**src/rtl/tsm_pkg.sv**
```systemverilog
// Sizing helpers shared by the threshold-masked AND pipeline: share count,
// randomness widths and per-stage randomness offsets.
package tsm_pkg;

    function automatic int share_cnt(input int order);
        return order + 1;
    endfunction

    function automatic int rand_w(input int order, input int width);
        return 3 * width * order * (order + 1) / 2;
    endfunction

    function automatic int refresh_w(input int order, input int width);
        return 2 * width * order * (order + 1) / 2;
    endfunction

    // Stage k consumes 3*(k+1)*width bits; stages are packed back to back.
    function automatic int stage_rand_off(input int k, input int width);
        return 3 * width * k * (k + 1) / 2;
    endfunction

endpackage

```
**src/rtl/tsm_and_stage.sv**
```systemverilog
// One absorption stage of the masked AND: grows the A/B/C accumulators from
// K+1 to K+2 shares by folding in share K+1 of a and b.
module tsm_and_stage #(
    parameter int K     = 0,
    parameter int WIDTH = 1
) (
    input  logic                       clk,
    input  logic                       rst_n,
    input  logic                       en,
    input  logic                       valid_in,
    input  logic [(K+1)*WIDTH-1:0]     a_acc,
    input  logic [(K+1)*WIDTH-1:0]     b_acc,
    input  logic [(K+1)*WIDTH-1:0]     c_acc,
    input  logic [WIDTH-1:0]           x,
    input  logic [WIDTH-1:0]           y,
    input  logic [3*(K+1)*WIDTH-1:0]   rnd,
    output logic [(K+2)*WIDTH-1:0]     a_reg,
    output logic [(K+2)*WIDTH-1:0]     b_reg,
    output logic [(K+2)*WIDTH-1:0]     c_reg,
    output logic                       valid_reg
);

    localparam int SW = (K + 1) * WIDTH;

    logic [SW-1:0]              r, s, t;
    logic [WIDTH-1:0]           r_sum, s_sum, t_sum;
    logic [(K+2)*WIDTH-1:0]     a_next, b_next, c_next;

    assign r = rnd[0    +: SW];
    assign s = rnd[SW   +: SW];
    assign t = rnd[2*SW +: SW];

    // Every AND operand here is a register output or a primary input.
    always_comb begin
        a_next = '0;
        b_next = '0;
        c_next = '0;
        r_sum  = '0;
        s_sum  = '0;
        t_sum  = '0;
        for (int j = 0; j <= K; j++) begin
            c_next[j*WIDTH +: WIDTH] = c_acc[j*WIDTH +: WIDTH]
                                     ^ (a_acc[j*WIDTH +: WIDTH] & y)
                                     ^ (b_acc[j*WIDTH +: WIDTH] & x)
                                     ^ r[j*WIDTH +: WIDTH];
            a_next[j*WIDTH +: WIDTH] = a_acc[j*WIDTH +: WIDTH] ^ s[j*WIDTH +: WIDTH];
            b_next[j*WIDTH +: WIDTH] = b_acc[j*WIDTH +: WIDTH] ^ t[j*WIDTH +: WIDTH];
            r_sum = r_sum ^ r[j*WIDTH +: WIDTH];
            s_sum = s_sum ^ s[j*WIDTH +: WIDTH];
            t_sum = t_sum ^ t[j*WIDTH +: WIDTH];
        end
        c_next[K*WIDTH +: WIDTH]     = c_next[K*WIDTH +: WIDTH] ^ (x & y);
        a_next[K*WIDTH +: WIDTH]     = a_next[K*WIDTH +: WIDTH] ^ x;
        b_next[K*WIDTH +: WIDTH]     = b_next[K*WIDTH +: WIDTH] ^ y;
        c_next[(K+1)*WIDTH +: WIDTH] = r_sum;
        a_next[(K+1)*WIDTH +: WIDTH] = s_sum;
        b_next[(K+1)*WIDTH +: WIDTH] = t_sum;
    end

    always_ff @(posedge clk or negedge rst_n) begin
        if (!rst_n) begin
            a_reg     <= '0;
            b_reg     <= '0;
            c_reg     <= '0;
            valid_reg <= 1'b0;
        end else if (en) begin
            a_reg     <= a_next;
            b_reg     <= b_next;
            c_reg     <= c_next;
            valid_reg <= valid_in;
        end
    end

endmodule

```
**src/rtl/tsm_and_pipe.sv**
```systemverilog
// ORDER-stage masked AND pipeline producing shares of a&b plus refreshed a, b.
// Optional input share refresh is enabled with macro TSM_INPUT_REFRESH_EN.
module tsm_and_pipe
    import tsm_pkg::*;
#(
    parameter int ORDER = 2,
    parameter int WIDTH = 1
) (
    input  logic                                 clk,
    input  logic                                 rst_n,
    input  logic                                 en,
    input  logic                                 in_valid,
    input  logic [(ORDER+1)*WIDTH-1:0]           a_i,
    input  logic [(ORDER+1)*WIDTH-1:0]           b_i,
    input  logic [rand_w(ORDER, WIDTH)-1:0]      rand_i,
`ifdef TSM_INPUT_REFRESH_EN
    input  logic [refresh_w(ORDER, WIDTH)-1:0]   rand_comp_i,
`endif
    output logic                                 out_valid,
    output logic [(ORDER+1)*WIDTH-1:0]           ab_o,
    output logic [(ORDER+1)*WIDTH-1:0]           a_o,
    output logic [(ORDER+1)*WIDTH-1:0]           b_o
);

    localparam int N = share_cnt(ORDER);

    logic [N*WIDTH-1:0] a_in, b_in;

`ifdef TSM_INPUT_REFRESH_EN
    // Pairwise refresh: each (i<j) pair gets one slice for a, then one for b.
    always_comb begin
        int p;
        a_in = a_i;
        b_in = b_i;
        p    = 0;
        for (int i = 0; i < N; i++) begin
            for (int j = i + 1; j < N; j++) begin
                a_in[i*WIDTH +: WIDTH] = a_in[i*WIDTH +: WIDTH] ^ rand_comp_i[2*p*WIDTH +: WIDTH];
                a_in[j*WIDTH +: WIDTH] = a_in[j*WIDTH +: WIDTH] ^ rand_comp_i[2*p*WIDTH +: WIDTH];
                b_in[i*WIDTH +: WIDTH] = b_in[i*WIDTH +: WIDTH] ^ rand_comp_i[(2*p+1)*WIDTH +: WIDTH];
                b_in[j*WIDTH +: WIDTH] = b_in[j*WIDTH +: WIDTH] ^ rand_comp_i[(2*p+1)*WIDTH +: WIDTH];
                p = p + 1;
            end
        end
    end
`else
    assign a_in = a_i;
    assign b_in = b_i;
`endif

    genvar gi;
    for (gi = 0; gi < ORDER; gi++) begin : g_stage
        logic [(gi+1)*WIDTH-1:0] a_acc, b_acc, c_acc;
        logic [WIDTH-1:0]        x, y;
        logic                    v_in;
        logic [(gi+2)*WIDTH-1:0] a_reg, b_reg, c_reg;
        logic                    valid_reg;

        if (gi == 0) begin : g_head
            assign a_acc = a_in[0 +: WIDTH];
            assign b_acc = b_in[0 +: WIDTH];
            assign c_acc = a_in[0 +: WIDTH] & b_in[0 +: WIDTH];
            assign x     = a_in[WIDTH +: WIDTH];
            assign y     = b_in[WIDTH +: WIDTH];
            assign v_in  = in_valid;
        end else begin : g_body
            // Share gi+1 waits gi enabled cycles so it meets its operand here.
            logic [WIDTH-1:0] xd_reg [gi];
            logic [WIDTH-1:0] yd_reg [gi];

            always_ff @(posedge clk or negedge rst_n) begin
                if (!rst_n) begin
                    for (int d = 0; d < gi; d++) begin
                        xd_reg[d] <= '0;
                        yd_reg[d] <= '0;
                    end
                end else if (en) begin
                    xd_reg[0] <= a_in[(gi+1)*WIDTH +: WIDTH];
                    yd_reg[0] <= b_in[(gi+1)*WIDTH +: WIDTH];
                    for (int d = 1; d < gi; d++) begin
                        xd_reg[d] <= xd_reg[d-1];
                        yd_reg[d] <= yd_reg[d-1];
                    end
                end
            end

            assign x     = xd_reg[gi-1];
            assign y     = yd_reg[gi-1];
            assign a_acc = g_stage[gi-1].a_reg;
            assign b_acc = g_stage[gi-1].b_reg;
            assign c_acc = g_stage[gi-1].c_reg;
            assign v_in  = g_stage[gi-1].valid_reg;
        end

        tsm_and_stage #(
            .K     (gi),
            .WIDTH (WIDTH)
        ) u_stage (
            .clk       (clk),
            .rst_n     (rst_n),
            .en        (en),
            .valid_in  (v_in),
            .a_acc     (a_acc),
            .b_acc     (b_acc),
            .c_acc     (c_acc),
            .x         (x),
            .y         (y),
            .rnd       (rand_i[stage_rand_off(gi, WIDTH) +: 3*(gi+1)*WIDTH]),
            .a_reg     (a_reg),
            .b_reg     (b_reg),
            .c_reg     (c_reg),
            .valid_reg (valid_reg)
        );
    end

    assign out_valid = g_stage[ORDER-1].valid_reg;
    assign ab_o      = g_stage[ORDER-1].c_reg;
    assign a_o       = g_stage[ORDER-1].a_reg;
    assign b_o       = g_stage[ORDER-1].b_reg;

endmodule

```
**config.mk**
```make
export PLATFORM = sky130hd
export DESIGN_NAME = tsm_and_pipe
export DESIGN_NICKNAME = d
export VERILOG_FILES = /design/src/rtl/tsm_pkg.sv /design/src/rtl/tsm_and_stage.sv /design/src/rtl/tsm_and_pipe.sv
export SDC_FILE = /design/constraint.sdc
export NUM_CORES = 1
export LEC_CHECK = 0
export ABC_AREA = 0
export CORE_MARGIN = 4
export CORE_UTILIZATION = 40
export DETAILED_ROUTE_END_ITERATION = 8
export GPL_TIMING_DRIVEN = 0
export HOLD_SLACK_MARGIN = 0.06
export PLACE_DENSITY = 0.73
export SLEW_MARGIN = 40
export SYNTH_ARGS = -nofsm -noshare
export SYNTH_HDL_FRONTEND = slang
export SYNTH_SLANG_ARGS = --single-unit
```
**constraint.sdc**
```tcl
create_clock -name clk -period 1.4 [get_ports clk]
set_clock_uncertainty 0.05 [all_clocks]
set_input_delay 0.21 -clock clk [delete_from_list [all_inputs] [get_ports clk]]
set_output_delay 0.21 -clock clk [all_outputs]
set_load 0.05 [all_outputs]
```
* Word-level counts from Yosys, hierarchy flattened
Cells that the tools add are included.
Cells by class: add/subtract/negate cells 0, $mul 0, divide/modulo/power cells 0, $lt $le $gt $ge 0, equality and inequality tests 0, shifts and indexed selects 0, mux-type cells 0, bitwise gates (word level) 33, reductions and logical operators 0
Operators by type and width (count):
- 1-bit bitwise XOR | 24
- 1-bit bitwise AND | 9
Storage, ports and cells: register bits 19, latch bits 0, memory bits (writable) 0, memory bits (read-only) 0, bits of input ports 19, output and inout port bits 10, logic and storage cells 43, memories 0

* Longest topological paths before layout
word-level depth 5, gate-level depth with buffers 4, mapped depth without buffers 4

* Modules after synthesis
A second synthesis with hierarchy kept.
Unflattened totals: cell total of the unflattened synthesis 81, area total of the unflattened synthesis 967.2 µm²
Modules (own cells, without submodules):
- tsm_and_stage (g_stage[1].u_stage) | times used 1, cells an instance 49, area each 530.5 µm²
- tsm_and_stage (g_stage[0].u_stage) | times used 1, cells an instance 27, area each 357.8 µm²
- tsm_and_pipe | times used 1, cells an instance 5, area each 78.8 µm²

* Worst setup path after synthesis
No wires, ideal clock.
path kind reg2reg, start point reg g_stage[1].g_body.xd_reg, end point reg g_stage[1].u_stage.c_reg[1], arrival 1.144 ns, data required time 1.213 ns, setup slack 0.069 ns, cell stages (with the launch flop) 5, path buffers 0, path through dfrtp_1 -> mux2_4 -> a211oi_2 -> xnor2_1 -> a21oi_1
On the way: word-level cells in the longest chain between the ends 4
RTL lines:
- start, declared | line tsm_and_pipe.sv:68 | logic [WIDTH-1:0] xd_reg [gi];
- start signal, assigned by index | line tsm_and_pipe.sv:81 | xd_reg[d] <= xd_reg[d-1];
- 1-bit bitwise AND | line tsm_and_stage.sv:44 | ^ (b_acc[j*WIDTH +: WIDTH] & x)
- 1-bit bitwise XOR | line tsm_and_stage.sv:44
- 1-bit bitwise XOR | line tsm_and_stage.sv:45 | ^ r[j*WIDTH +: WIDTH];
- 1-bit bitwise XOR (*) | line tsm_and_stage.sv:52 | c_next[K*WIDTH +: WIDTH] = c_next[K*WIDTH +: WIDTH] ^ (x & y);
- end signal, assigned | line tsm_and_stage.sv:69 | c_reg <= c_next;
- end, declared | line tsm_and_stage.sv:19 | output logic [(K+2)*WIDTH-1:0] c_reg,
Mark *: on every way between the ends. The rest lies on a longest branch, timed or not. A chain may end at the register's enable or synchronous reset.

* Worst setup path in the final report
Ends and elaborated chain as after synthesis.

==> results_dict.tcl <==
set metrics [dict create \
    num_io_pins 29 \
    row_count 16 \
    cp-start-kind "flop" \
    area_delta_synth_final_pct 40.9 \
    vias_per_cell 4.77 \
    cap_violations 0 \
    slew-limit-headroom_pct 71.4 \
    synth_area_um2 908 \
    synth_cells 75 \
    cp.required_ns 1.52 \
    tightest_slew_ns 0.428 \
    grt_pass1_vias 685 \
    peakVddDrop_mv 0.614 \
    drc 0 \
    routed_wl_um 1720 \
    nFillCells 183 \
    drt_pass1_iterations 2 \
    initial_core_util_pct 44.1 \
    synthMuxAreaShare_pct 15.3 \
    timing.fmax_ghz 0.734 \
    synth_seq_cells 19 \
    clk-insertion-delay-late_ns 0.29 \
    fin_crit_ns 1.36 \
    hold_viol_final 0 \
    synth_commonest_cells "19 x dfrtp_1, 19 x xnor2_1, 11 x mux2_2" \
    yosysSeqAreaShare_pct 52.3 \
    post-route-period-util_pct 97.4 \
    post_synth_and_or_nand_nor_area_fraction_pct 6.75 \
    grtUsageTotal_pct 12.7 \
    syn_avg_cell_area_um2 12.1 \
    synth_top_family_by_area "XOR/XNOR gates" \
    path_clk_slew_ns 0.11 \
    clockRootBuffer "clkbuf_4" \
    ant_nets 0 \
    yosys.area.top_type_share_pct 52.3 \
    cts_buffers 3 \
    port_buffers 27 \
    slowest_delay_ns 0.44 \
    synth_enable_flop_cells 0 \
    synth.area.top_cells "dfrtp_1 52%, xnor2_1 18%, mux2_2 14%" \
    synth_compound_area_share_pct 5.79 \
    nets 130 \
    hold_slack_ns 0.275 \
    synth_top_area_cell "dfrtp_1" \
    synth-xor-area-share_pct 18.3 \
    cts_tree "yes" \
    cpMaxStageDelayCell "dfrtp_2" \
    powerDensity_nw_per_um2 1290 \
    clk_path_buf_depth 2 \
    dieArea_um2 3100 \
    cp-end-kind "flop" \
    htree_levels 1 \
    grt_max_degree 20 \
    dieWidth_um 55.7 \
    slew_violations 0 \
    yosys_warnings 0 \
    clock_sinks 19 \
    worstPathMaxFanout 4 \
    gp_congestion 0.698 \
    arrival_ns 1.48 \
    power_mw 1.65 \
    synthArstFlopShare_pct 100 \
    outcome "finished, final reports clean" \
    die_h_um 55.7 \
    ys_types 12 \
    dr.first_iter.drc_count 3 \
    wire_per_inst_um 12.6 \
    dp_slack_ns -0.0591 \
    hold_class "in2reg" \
    diodes 0 \
    setup_viol 0 \
    vias 654 \
    worst_slack_ns 0.0371 \
    synth-adder-area-share_pct 0 \
    critPathKind "reg2reg" \
    drive_above_1_share_pct 30.9 \
    core-area_um2 2060 \
    syn-num-nets 94 \
    overflow 0 \
    p_leak_nw 0.511 \
    antenna_found_initial 0 \
    synthFlopType "dfrtp_1" \
    rsz0062_at_grt "true" \
    grt_pass1_wl_um 3020 \
    worstPathCellList "mux2_4 > a211oi_2 > xnor2_1 > a21oi_1" \
]
power by group:
| part | internal [mW] | switching (mW) |
|---|---|---|
| Sequential | 0.645 | 0.0624 |
| Clock | 0.111 | 0.168 |
| Combinational | 0.287 | 0.375 |
| Total | 1.04 | 0.605 |
layer usage:
metal  global-route usage (%)  share of wire [%]
met5                        0                  0
met4                     6.25               0.87
met2                     21.1                 48
met1                     13.9                 43
met3                     5.10                8.0
layout by cell type (no fill, tap or decap), types with 2 or more instances in the layout:
master,count
xnor2_1,19
clkbuf_4,3
clkdlybuf4s50_1,16
dfrtp_1,18
nor2_1,9
nand2_1,2
a21oi_1,8
buf_4,3
mux2_2,11
buf_2,3
clkdlybuf4s15_2,10
final cells by class:
| cell class | instances | area [um2] | share of cell area (%) |
|---|---|---|---|
| Buffer | 3 | 13.8 | 1.08 |
| Clock buffer | 4 | 26.3 | 2.05 |
| Multi-Input combinational cell | 53 | 419 | 32.7 |
| Sequential cell | 19 | 477 | 37.2 |
| Tap cell | 27 | 33.8 | 2.64 |
| Timing Repair Buffer | 31 | 310 | 24.2 |
what timing repair did:
item | in CTS | in global routing
cloned | 0 | 0
endpoints found under the setup margin | 11 | 1
hold endpoints to repair | 19 | 0
gates resized for setup | 31 | 0
hold buffers | 1 | 0
pin swaps | 1 | 0
setup buffers | 3 | 0
stage by stage:
stage          cell area [um2]  setup TNS [ns]  cells  utilization (%)
2_1_floorplan              908               0     75                -
4_1_cts                   1280               0    137             62.1
6_report                  1280               0    137             62.1
3_3_place_gp              1210         -0.0671    129             58.8
3_5_place_dp              1210          -0.129    129             58.6
5_1_grt                   1280         -0.0350    137             62.1
cells by family after synthesis:
group,after synthesis
xor gates and xnor gates,19
buffers and inverters,3
muxes,12
and+or+nand+nor,13
AOI/OAI and AO/OA,9
DFF,19
final timing paths:
kind / from / endpoint / slack, ns / depth (start not counted)
worst max-delay path: g_stage[1].g_body.xd_reg$_DFFE_PN0P_ / g_stage[1].u_stage.c_reg[1]$_DFFE_PN0P_ / 0.04 / 4
worst min-delay path: en / g_stage[1].u_stage.b_reg[1]$_DFFE_PN0P_ / 0.28 / 2
worst max register to register: g_stage[1].g_body.xd_reg$_DFFE_PN0P_ / g_stage[1].u_stage.c_reg[1]$_DFFE_PN0P_ / 0.04 / 4
worst min register to register: g_stage[0].u_stage.valid_reg$_DFFE_PN0P_ / g_stage[1].u_stage.valid_reg$_DFFE_PN0P_ / 0.47 / 1
max in group asynchronous: rst_n / g_stage[1].g_body.xd_reg$_DFFE_PN0P_ / 0.66 / 2
min in group asynchronous: rst_n / g_stage[1].u_stage.a_reg[2]$_DFFE_PN0P_ / 0.32 / 2
worst max-delay path, delay by kind of cell (launching register included):
family / cells / cell delay [ns]
xor+xnor: 1 / 0.14
flops: 1 / 0.44
compound gates: 2 / 0.30
mux: 1 / 0.31
No activity file was read; power rests on OpenSTA's default activity.
